### src/rtl/branch_resolver.sv
// Branch resolver: holds the committed S/Z/C/V flags, evaluates conditional
// branches against them, and issues a registered PC redirect followed by a flush.
module branch_resolver #(
  parameter int WIDTH        = 16,
  parameter int DISP_W       = 8,
  parameter int FLUSH_CYCLES = 2,
  parameter int CNT_W        = 16
) (
  input  logic              clk,
  input  logic              rst_n,
  input  logic              flag_we,
  input  logic              s_in,
  input  logic              z_in,
  input  logic              c_in,
  input  logic              v_in,
  input  logic              br_valid,
  output logic              br_ready,
  input  logic [2:0]        br_cond,
  input  logic [WIDTH-1:0]  br_pc,
  input  logic [DISP_W-1:0] br_disp,
  output logic              redirect_valid,
  output logic [WIDTH-1:0]  redirect_pc,
  output logic              flush,
  output logic [3:0]        flags_q,
  output logic [CNT_W-1:0]  taken_cnt,
  output logic              state_dbg
);

  localparam int FC_W = (FLUSH_CYCLES > 1) ? $clog2(FLUSH_CYCLES) : 1;

  // Handshake: a request transfers on a rising edge where br_valid && br_ready.
  // br_ready depends on state only; the requester must hold its request while
  // br_ready is low.
  typedef enum logic {
    IDLE  = 1'b0,
    FLUSH = 1'b1
  } state_t;

  state_t            state;
  logic [FC_W-1:0]   flush_cnt;
  logic [3:0]        eff;
  logic              cond_true;
  logic              take;
  logic [WIDTH-1:0]  disp_ext;
  logic [WIDTH-1:0]  target;

  // A same-cycle flag write comes from an older instruction, so bypass it.
  always_comb begin
    eff = flag_we ? {s_in, z_in, c_in, v_in} : flags_q;
    cond_true = 1'b0;
    case (br_cond)
      3'd0:    cond_true = 1'b0;
      3'd1:    cond_true = 1'b1;
      3'd2:    cond_true = eff[2];
      3'd3:    cond_true = eff[3] ^ eff[0];
      3'd4:    cond_true = eff[2] | (eff[3] ^ eff[0]);
      3'd5:    cond_true = !eff[2];
      3'd6:    cond_true = eff[1];
      default: cond_true = 1'b0;
    endcase
  end

  assign br_ready  = (state == IDLE);
  assign state_dbg = (state == FLUSH);
  assign take      = br_valid && br_ready && cond_true;
  assign disp_ext  = {{(WIDTH-DISP_W){br_disp[DISP_W-1]}}, br_disp};
  assign target    = br_pc + disp_ext;

  always_ff @(posedge clk or negedge rst_n) begin
    if (!rst_n) begin
      state          <= IDLE;
      flush_cnt      <= '0;
      flags_q        <= 4'b0000;
      redirect_valid <= 1'b0;
      redirect_pc    <= '0;
      flush          <= 1'b0;
      taken_cnt      <= '0;
    end else begin
      redirect_valid <= 1'b0;
      // Flag writes from wrong-path instructions are dropped while flushing.
      if (flag_we && !flush) begin
        flags_q <= {s_in, z_in, c_in, v_in};
      end
      case (state)
        IDLE: begin
          if (take) begin
            redirect_pc    <= target;
            redirect_valid <= 1'b1;
            flush          <= 1'b1;
            flush_cnt      <= FC_W'(FLUSH_CYCLES - 1);
            state          <= FLUSH;
            if (taken_cnt != {CNT_W{1'b1}}) begin
              taken_cnt <= taken_cnt + 1'b1;
            end
          end
        end
        FLUSH: begin
          if (flush_cnt == '0) begin
            state <= IDLE;
            flush <= 1'b0;
          end else begin
            flush_cnt <= flush_cnt - 1'b1;
          end
        end
        default: begin
          state <= IDLE;
          flush <= 1'b0;
        end
      endcase
    end
  end

endmodule

### config.mk
export PLATFORM = sky130hd
export DESIGN_NAME = branch_resolver
export DESIGN_NICKNAME = d
export VERILOG_FILES = /design/src/rtl/branch_resolver.sv
export SDC_FILE = /design/constraint.sdc
export NUM_CORES = 1
export LEC_CHECK = 0
export BUFFER_PORTS_ARGS = -buffer_cell sky130_fd_sc_hd__buf_2
export CORE_UTILIZATION = 52
export DETAILED_ROUTE_END_ITERATION = 10
export GPL_TIMING_DRIVEN = 0
export PLACE_DENSITY = 0.9
export SYNTH_ARGS = -nofsm -noshare
export SYNTH_HDL_FRONTEND = slang
export SYNTH_SLANG_ARGS = --single-unit
### constraint.sdc
create_clock -name clk -period 2.6 [get_ports clk]
set_input_delay 0.26 -clock clk [delete_from_list [all_inputs] [get_ports clk]]
set_output_delay 0.26 -clock clk [all_outputs]
set_load 0.1 [all_outputs]
==> reports/qor.yml, run 1 <==
run_status:
  outcome: "finished, final reports clean"
worst_setup_path:
  cp_max_fo: 8
  worstPathArrival_ns: 2.32
  cp_top_family: "simple AND/OR/NAND/NOR gates"
  required_ns: 2.78
  critPathLaunchType: "register"
  rr_startpoint: "taken_cnt[0]"
  cp.buffers_inverters: 1
  worstSetupPathType: "reg -> reg"
  crit_path_top_delay_cell: "dfrtp_1"
  cp-startpoint: "taken_cnt[0]"
  crit_chain: "ha_1 > nand3_1 > nor4_1 > and2_1 > buf_2 > nand2b_1 > mux2_2"
  crit_path_max_incr_delay_ns: 0.45
  cp-end-kind: "register"
sta:
  setup_violations: 0
  min_period_over_period_pct: 82.4
  worst_pin_slew_ns: 0.880
  hold_viol: 0
  slew_violations: 0
  tns_ns: 0
  rsz0062_at_grt: "no"
  slew_headroom_pct: 41.3
  max_freq_mhz: 467
  fin_crit_ns: 2.14
  finClkSkew_ns: 0.00429
detailed_routing:
  drtAntennaViolNets: 0
  wl_per_cell_um: 14.3
  vias: 2334
  via_per_inst: 5.58
  first_iter_violations: 111
  drc: 0
  drt_first_pass_iters: 4
  drt_wl_total_um: 6000
synthesis:
  yosys.area.top_type: "dfrtp_1"
  synth_compound_area_share_pct: 17.9
  async_flop_share_pct: 100
  yosysTopAreaCellShare_pct: 39.4
  synth_seq_cells: 40
  syn_avg_cell_area_um2: 9.46
  syn_area_mm2: 0.00254
  synthFlopType: "dfrtp_1"
  synth_top_family_by_area: "simple AND/OR/NAND/NOR gates"
  syn-num-nets: 321
  yosysWarnings: 0
  synthSimpleGateAreaFrac_pct: 19.4
  synth-edff-count: 0
  synthTopCellsByArea: "dfrtp_1, ha_1, xor2_1"
  syn_inst: 269
  yosysSeqAreaShare_pct: 39.4
  synthMuxAreaShare_pct: 3.89
  synth_cell_types: 53
  synth_xor_area_share_pct: 7.92
  synth_adder_area_share_pct: 8.66
floorplanning:
  initial_core_util_pct: 53.9
  chipWidth_um: 71.9
  die-area_mm2: 0.00518
  io_pins: 75
  rows: 25
  coreArea_mm2: 0.00472
  die_h_um: 71.9
clock_network:
  htreeDepth: 2
  clkLatencyLatePin_ns: 0.29
  cts-buffers-inserted: 5
  ctsHoldBuffers: 0
  cts_sinks: 40
  cts.clk_slew.worst_paths_ns: 0.08
  cts_tree: "yes"
  clockBufferDepth: 2
  post_cts_resized: 0
  post-cts-setup-buffers: 0
  root_buffer: "clkbuf_8"
placement:
  port_buffers: 74
  dpl.cell_count: 410
  gp_congestion: 0.900
  dp_hpwl_um: 4590
grt:
  grt_max_degree: 41
  antenna_found_initial: 0
  track_usage_pct: 24.0
  grt_pass1_vias: 2151
  overflow: 0
  grt_pass1_wl_um: 9760
layout:
  drive_above_1_share_pct: 30.2
  multi_input_area_mm2: 0.00147
  insertedDiodeCount: 0
  final_util_pct: 66.3
  regArea_mm2: 0.00100
  final-instance-count-excl-fill: 418
  synthToLayoutAreaGrowth_pct: 23.2
  nets: 402
  n_fill_cell: 387
flow_run:
  drv_cap: 0
pwr:
  leakage_nw: 1.52
  powerDensity_mw_per_mm2: 1350
  irDropWorstVdd_uv: 836
worst_hold_path:
  holdCritPathClass: "in -> async"
## layer usage
| layer | global-route usage (%) | vias up | share of wire, % |
|---|---|---|---|
| met2 | 41.8 | 73 | 51 |
| met3 | 2.64 | 12 | 3.6 |
| li1 | - | 1148 | - |
| met4 | 9.37 | 0 | 1.7 |
| met5 | 0 | - | 0 |
| met1 | 30.7 | 1101 | 44 |
## through the flow
step | setup WS (ns) | instance area, um^2 | total power (W) | hold WS, ns
5_1_grt | 0.300 | 3130 | 0.00437 | 0.158
3_3_place_gp | 0.315 | 3000 | 0.00357 | 0.415
3_5_place_dp | 0.259 | 3000 | 0.00362 | 0.425
6_report | 0.458 | 3130 | 0.00422 | 0.0818
2_1_floorplan | 0.0203 | 2550 | 0.00316 | -0.0356
4_1_cts | 0.464 | 3130 | 0.00423 | 0.108
## where the power goes
| part | internal (W) | switching, W |
|---|---|---|
| Combinational | 0.000444 | 0.00212 |
| Sequential | 0.000851 | 0.000201 |
| Clock | 0.000384 | 0.000218 |
## cell usage after synthesis, drive strengths merged, types with 3 or more instances
cell type and n:
o21ai 17, dfrtp 40, a31oi 3, o21a 7, a21o 3, nand2 32, ha 16, inv 7
nand3 17, xor2 14, and3 4, xnor2 9, mux2 7, buf 6, nor4 4, nor3 11
or2 3, a21oi 15, o31ai 3, nand4 5, nor2 9, clkbuf 4
## cell type report
| class | count | share of cell area (%) |
|---|---|---|
| clock inverters | 2 | 1.92 |
| clock buffers | 6 | 2.32 |
| multi-input cells | 212 | 46.9 |
| inverters | 7 | 0.839 |
| flip-flops and latches | 40 | 32.0 |
| plain buffers | 10 | 1.52 |
| well taps | 67 | 2.68 |
| repair buffers | 74 | 11.8 |
## path summary, 6_finish.rpt
check	end	cells after the start	slack, ns
max	taken_cnt[1]	7	0.46
min	redirect_pc[0]	1	0.08
max reg2reg	taken_cnt[1]	7	0.46
min reg2reg	redirect_pc[12]	2	0.48
max in group asynchronous	taken_cnt[8]	1	1.91
min in group clk	flags_q[2]	2	0.22
## sequential cells by signal (all words and copies together) (netlist names)
signal / cells
flags_q: 4
flush: 1
flush_cnt: 1
redirect_pc: 16
redirect_valid: 1
state_dbg: 1
taken_cnt: 16
## cells in the final DEF (no fill, tap or decap), types with 2 or more instances in the layout
cell	count
o21a_1	7
clkbuf_8	5
nor2_1	9
or4_1	2
dfrtp_1	38
a21o_1	3
clkbuf_1	5
mux2i_1	2
a31oi_1	3
o311ai_0	2
o211ai_1	2
a21oi_1	15
xor2_1	14
buf_2	79
and3_1	4
a211o_1	2
nand3_1	17
nand2_1	32
o21ai_0	17
nor3_1	11
nand4_1	5
dfrtp_2	2
xnor2_1	9
nor4_2	3
o31ai_1	3
bufinv_16	2
inv_1	7
or2_2	3
ha_1	16
mux2_2	6
## logic make-up after synthesis
family          count (synthesis)
mux                             9
fa+ha+maj                      17
simple gates                   95
flops                          40
compound gates                 68
buf+inv                        17
xor+xnor                       23
No activity file was read; power rests on OpenSTA's default activity.
==> run 2: changes to the inputs <==
- ABC_AREA: default -> 1
- CORE_UTILIZATION: 52 -> 49
- PLACE_DENSITY: 0.9 -> 0.87
- clock period: 2.6 -> 1.9 ns (I/O delays scaled with it)
==> run 2 against run 1 <==
Net effect:
- sequential share of layout area shrank 4.2 points
- cell count grew 48%
- first-iteration DRC count grew 43%
- worst setup slack lost 0.34 ns
- clock-buffer cell count is the same
- cell area grew 17%
- combinational power grew 34%
- non-clock buffer count shrank 2
- sequential cell count is the same
- critical path depth is the same
- synthesized area grew 21%
- clock power shrank 3%
- largest cell class unchanged
- highest routed layer unchanged
==> reports/qor.yml, run 2 <==
run_status:
  outcome: "finished, final reports clean"
grt:
  antenna_found_initial: 0
  grt_max_degree: 41
  grt_pass1_wl_um: 12000
  overflow: 0
  track_usage_pct: 23.3
  grt_pass1_vias: 2936
clock_network:
  ctsHoldBuffers: 0
  htreeDepth: 2
  clkLatencyLatePin_ns: 0.29
  post_cts_resized: 0
  clockBufferDepth: 2
  root_buffer: "clkbuf_8"
  cts_tree: "yes"
  cts_sinks: 40
  cts-buffers-inserted: 5
  cts.clk_slew.worst_paths_ns: 0.07
worst_setup_path:
  crit_chain: "ha_1 > nand2_1 > nor2_4 > nand4_4 > buf_2 > nand4_1 > nand2_1"
  cp-startpoint: "taken_cnt[0]"
  critPathLaunchType: "register"
  cp_max_fo: 10
  rr_startpoint: "taken_cnt[0]"
  crit_path_max_incr_delay_ns: 0.45
  crit_path_end: "taken_cnt[6]"
  required_ns: 2.08
  cp-end-kind: "register"
  r2r_end: "taken_cnt[6]"
  worstSetupPathType: "reg -> reg"
  worstPathArrival_ns: 1.97
  cp_top_family: "simple AND/OR/NAND/NOR gates"
  cp.depth: 7
  r2r.worst_path.cells: 7
  crit_path_top_delay_cell: "dfrtp_4"
  cp.buffers_inverters: 1
  path_common_cell: "nand2_1"
  r2r_slack_ns: 0.12
detailed_routing:
  via_per_inst: 5.09
  first_iter_violations: 159
  drt_first_pass_iters: 4
  wl_per_cell_um: 11.4
  drtAntennaViolNets: 0
  drt_wl_total_um: 7050
  drc: 0
  vias: 3153
layout:
  reg_top3: "redirect_pc (16), taken_cnt (16), flags_q (4)"
  drive_above_1_share_pct: 22.2
  synthToLayoutAreaGrowth_pct: 19.4
  nets: 595
  insertedDiodeCount: 0
  mostFrequentLayoutCell: "nand2_1"
  final_cell_mix: "nand2_1, buf_2, inv_1"
floorplanning:
  initial_core_util_pct: 51.5
  rows: 28
  coreArea_mm2: 0.00599
  die_h_um: 81.3
  die-area_mm2: 0.00662
  io_pins: 75
  chipWidth_um: 81.3
synthesis:
  syn_inst: 462
  syn-num-nets: 514
  syn_area_mm2: 0.00308
  synth_seq_cells: 40
  async_flop_share_pct: 100
  syn_avg_cell_area_um2: 6.68
  yosysWarnings: 0
  yosys.area.top_type: "dfrtp_1"
  yosysTopAreaCellShare_pct: 32.5
  synth_cell_types: 31
  synthFlopType: "dfrtp_1"
  yosysSeqAreaShare_pct: 32.5
  synthTopCellsByArea: "dfrtp_1, nand2_1, inv_1"
  synth-edff-count: 0
  synth_most_common_cell: "nand2_1"
  synthTopCellsByCount: "nand2_1, inv_1, dfrtp_1"
pwr:
  p_int_w: 0.00203
  powerDensity_mw_per_mm2: 1460
  switching_share_pct: 62.2
  combPwrFrac_pct: 63.6
  irDropWorstVdd_uv: 1280
  clkPwrFrac_pct: 10.8
  power_switching_w: 0.00335
  seqPwrFrac_pct: 25.6
  power_w: 0.00538
  leakage_nw: 2.14
sta:
  min_period_over_period_pct: 93.8
  slew_violations: 0
  whs_ns: 0.000137
  slew_headroom_pct: 43.2
  hold_viol: 0
  rsz0062_at_grt: "no"
  setup_violations: 0
  fin_crit_ns: 1.78
  max_freq_mhz: 561
  finClkSkew_ns: 0.00189
  worst_pin_slew_ns: 0.852
placement:
  gp_congestion: 0.880
  dp_hpwl_um: 5540
  port_buffers: 74
flow_run:
  drv_cap: 0
worst_hold_path:
  holdCritPathClass: "in -> async"
run 2: layout make-up:
cell class | instances | area [um^2]
inverter | 59 | 230
timing repair buffer | 74 | 370
sequential | 40 | 1030
fill | 524 | 2310
clock inverter | 2 | 10.0
buffer | 8 | 63.8
multi-input combinational | 355 | 1800
clock buffer | 6 | 82.6
tap | 75 | 93.8
run 2: what timing repair did:
item,CTS,global route
hold endpoints to repair,0,0
endpoints found under the setup margin,0,2
setup buffers,0,0
run 2: power groups by stage:
stage	registers, W	logic, W	clock network (W)
2_1_floorplan	0.00334	0.000867	0
3_3_place_gp	0.00138	0.00338	0
3_5_place_dp	0.00139	0.00342	0
4_1_cts	0.00138	0.00343	0.000597
5_1_grt	0.00141	0.00361	0.000629
6_report	0.00138	0.00342	0.000582
run 2: cell families after synthesis:
group / share of synthesized area [%]
flops: 32.5
xor+xnor: 4.26
compound gates: 3.08
fa+ha+maj: 7.14
buf+inv: 9.13
mux: 0.365
simple gates: 43.6
run 2: through the flow:
stage	util, %	TNS [ns]	cell area, um^2	worst slack (ns)	std cells
after global routing	61.4	0	3680	0.0147	619
after CTS	61.4	0	3680	0.0916	619
final	61.4	0	3680	0.119	619
after global placement	59.9	0	3590	0.132	611
after floorplan	-	-1.66	3120	-0.0890	462
after detailed placement	59.9	0	3590	0.0926	611
run 2: worst min path at each step:
| stage | start | end | cells after the start |
|---|---|---|---|
| floorplan | rst_n | flags_q[0] | 0 |
| detailed placement | rst_n | flags_q[3] | 1 |
| global route | rst_n | flags_q[3] | 1 |
| finish | rst_n | flags_q[3] | 1 |
| CTS | rst_n | flags_q[3] | 1 |
| global placement | rst_n | flags_q[3] | 1 |
run 2: routing by layer:
layer  track usage [%]  vias up  wire length, um
met5                 0        -                0
met3              4.27        8              350
met1              27.8     1433             3180
met4              11.4        0              103
li1                  -     1625                -
met2              39.9       87             3420
==> run 3: changes to the inputs <==
- BUFFER_PORTS_ARGS: -buffer_cell sky130_fd_sc_hd__buf_2 -> -buffer_cell sky130_fd_sc_hd__buf_4
- PLACE_DENSITY: 0.87 -> 0.8
==> run 3 against run 2 <==
Net effect:
- clock-buffer cell count down 1
- critical path depth unchanged
- total power up 6.0%
- sequential share of layout area down 1.5 points
- worst setup slack worse by 0.0098 ns
- hold slack better by 0.14 ns
- fmax down 0.55%
- die area unchanged
- cell area up 5.9%
==> reports/qor.yml, run 3 (synthesized netlist as in run 2, its figures left out) <==
run_status:
  outcome: "finished, final reports clean"
layout:
  multi_input_area_mm2: 0.00181
  nets: 596
  drive_above_1_share_pct: 22.4
  insertedDiodeCount: 0
  reg_top3: "redirect_pc (16), taken_cnt (16), flags_q (4)"
  regArea_mm2: 0.00103
  final_cell_mix: "nand2_1, buf_4, inv_1"
  mostFrequentLayoutCell: "nand2_1"
  synthToLayoutAreaGrowth_pct: 26.4
  n_fill_cell: 559
clock_network:
  root_buffer: "clkbuf_8"
  htreeDepth: 2
  clockBufferDepth: 2
  post-cts-setup-buffers: 0
  cts_tree: "yes"
  cts_sinks: 40
  cts.clk_slew.worst_paths_ns: 0.08
  cts-buffers-inserted: 5
  clkLatencyLatePin_ns: 0.30
placement:
  gp_congestion: 0.910
  port_buffers: 74
  dp_hpwl_um: 5930
sta:
  whs_ns: 0.137
  min_period_over_period_pct: 94.3
  worst_pin_slew_ns: 0.494
  hold_viol: 0
  finClkSkew_ns: 0.00726
  max_freq_mhz: 558
  setup_violations: 0
  rsz0062_at_grt: "no"
  tns_ns: 0
  fin_crit_ns: 1.79
  slew_violations: 0
  slew_headroom_pct: 67.1
worst_setup_path:
  cp_max_fo: 10
  r2r_end: "taken_cnt[14]"
  worstSetupPathType: "reg -> reg"
  critPathLaunchType: "register"
  r2r_slack_ns: 0.11
  rr_startpoint: "taken_cnt[0]"
  worstPathArrival_ns: 1.99
  required_ns: 2.09
  r2r.worst_path.cells: 7
  cp-end-kind: "register"
floorplanning:
  coreArea_mm2: 0.00599
  rows: 28
  die_h_um: 81.3
  initial_core_util_pct: 51.5
  die-area_mm2: 0.00662
  chipWidth_um: 81.3
  io_pins: 75
grt:
  use_met1_pct: 28.7
  overflow: 0
  met2_usage_pct: 43.3
  grt_pass1_vias: 2912
  grt_pass1_wl_um: 12200
  track_usage_pct: 23.9
  grt.busiest_layer: "met2"
  grt_max_degree: 41
  grt_use_met3_pct: 3.48
  antenna_found_initial: 0
pwr:
  powerDensity_mw_per_mm2: 1460
  irDropWorstVdd_uv: 1300
  leakage_nw: 2.19
flow_run:
  drv_cap: 0
detailed_routing:
  drc: 0
  drt_wl_total_um: 7570
  vias: 3163
  via_per_inst: 5.10
  first_iter_violations: 175
  drt_first_pass_iters: 4
  wl_per_cell_um: 12.2
  drtAntennaViolNets: 0
worst_hold_path:
  min_path_cells: 2
  hp-start: "z_in"
  hold_path_end: "flags_q[2]"
  holdCritPathClass: "in -> reg"
run 3: how the worst max path moves through the flow:
stage          cells after the start  slack [ns]         endpoint         start
2_1_floorplan                      8       -0.09   redirect_pc[1]     state_dbg
3_3_place_gp                      11        0.09  redirect_pc[12]      br_pc[0]
3_5_place_dp                      11        0.06  redirect_pc[12]      br_pc[0]
4_1_cts                            7        0.07    taken_cnt[14]  taken_cnt[0]
5_1_grt                            8        0.03     taken_cnt[5]  taken_cnt[0]
6_report                           7        0.11    taken_cnt[14]  taken_cnt[0]
run 3: power breakdown:
| group | leakage, nW | internal [W] | switching, W |
|---|---|---|---|
| Combinational | 1.64 | 0.000772 | 0.00284 |
| Sequential | 0.492 | 0.00115 | 0.000224 |
| Clock | 0.0541 | 0.000389 | 0.000320 |
| Total | 2.19 | 0.00232 | 0.00338 |
run 3: area by class of cell:
cell class / count / share of cell area, %
inverter: 59 / 5.91
clock buffer: 5 / 1.77
buffer: 8 / 1.64
timing repair buffer: 75 / 14.5
clock inverter: 3 / 1.09
sequential: 40 / 26.3
tap: 75 / 2.41
multi-input combinational: 355 / 46.4
run 3: critical path: stages (launching register included):
cell and delay, ns:
dfrtp_4 0.47, ha_2 0.24, nand2_1 0.10, nor2_4 0.22, nand4_4 0.20, buf_2 0.25
nand4_1 0.13, nand2_1 0.06
run 3: stage by stage:
step	util, %	instances	power, W	worst slack, ns	cell area (um^2)
finish	65.1	620	0.00570	0.109	3900
global route	65.1	620	0.00596	0.0252	3900
CTS	65.0	620	0.00572	0.0689	3890
detailed placement	63.0	611	0.00501	0.0582	3770
global placement	63.0	611	0.00497	0.0946	3770
floorplan	-	462	0.00421	-0.0890	3120
run 3: layer usage:
layer | wire (um) | up-vias
met5 | 0 | -
met4 | 114 | 0
met3 | 358 | 9
met2 | 3810 | 77
met1 | 3290 | 1456
li1 | - | 1621
run 3: timing repair:
action                                 4_1_cts  5_1_grt
setup endpoints to repair                    0       12
endpoints found under the hold margin       40        0
hold buffers                                 1        0
resized for setup                            0        1
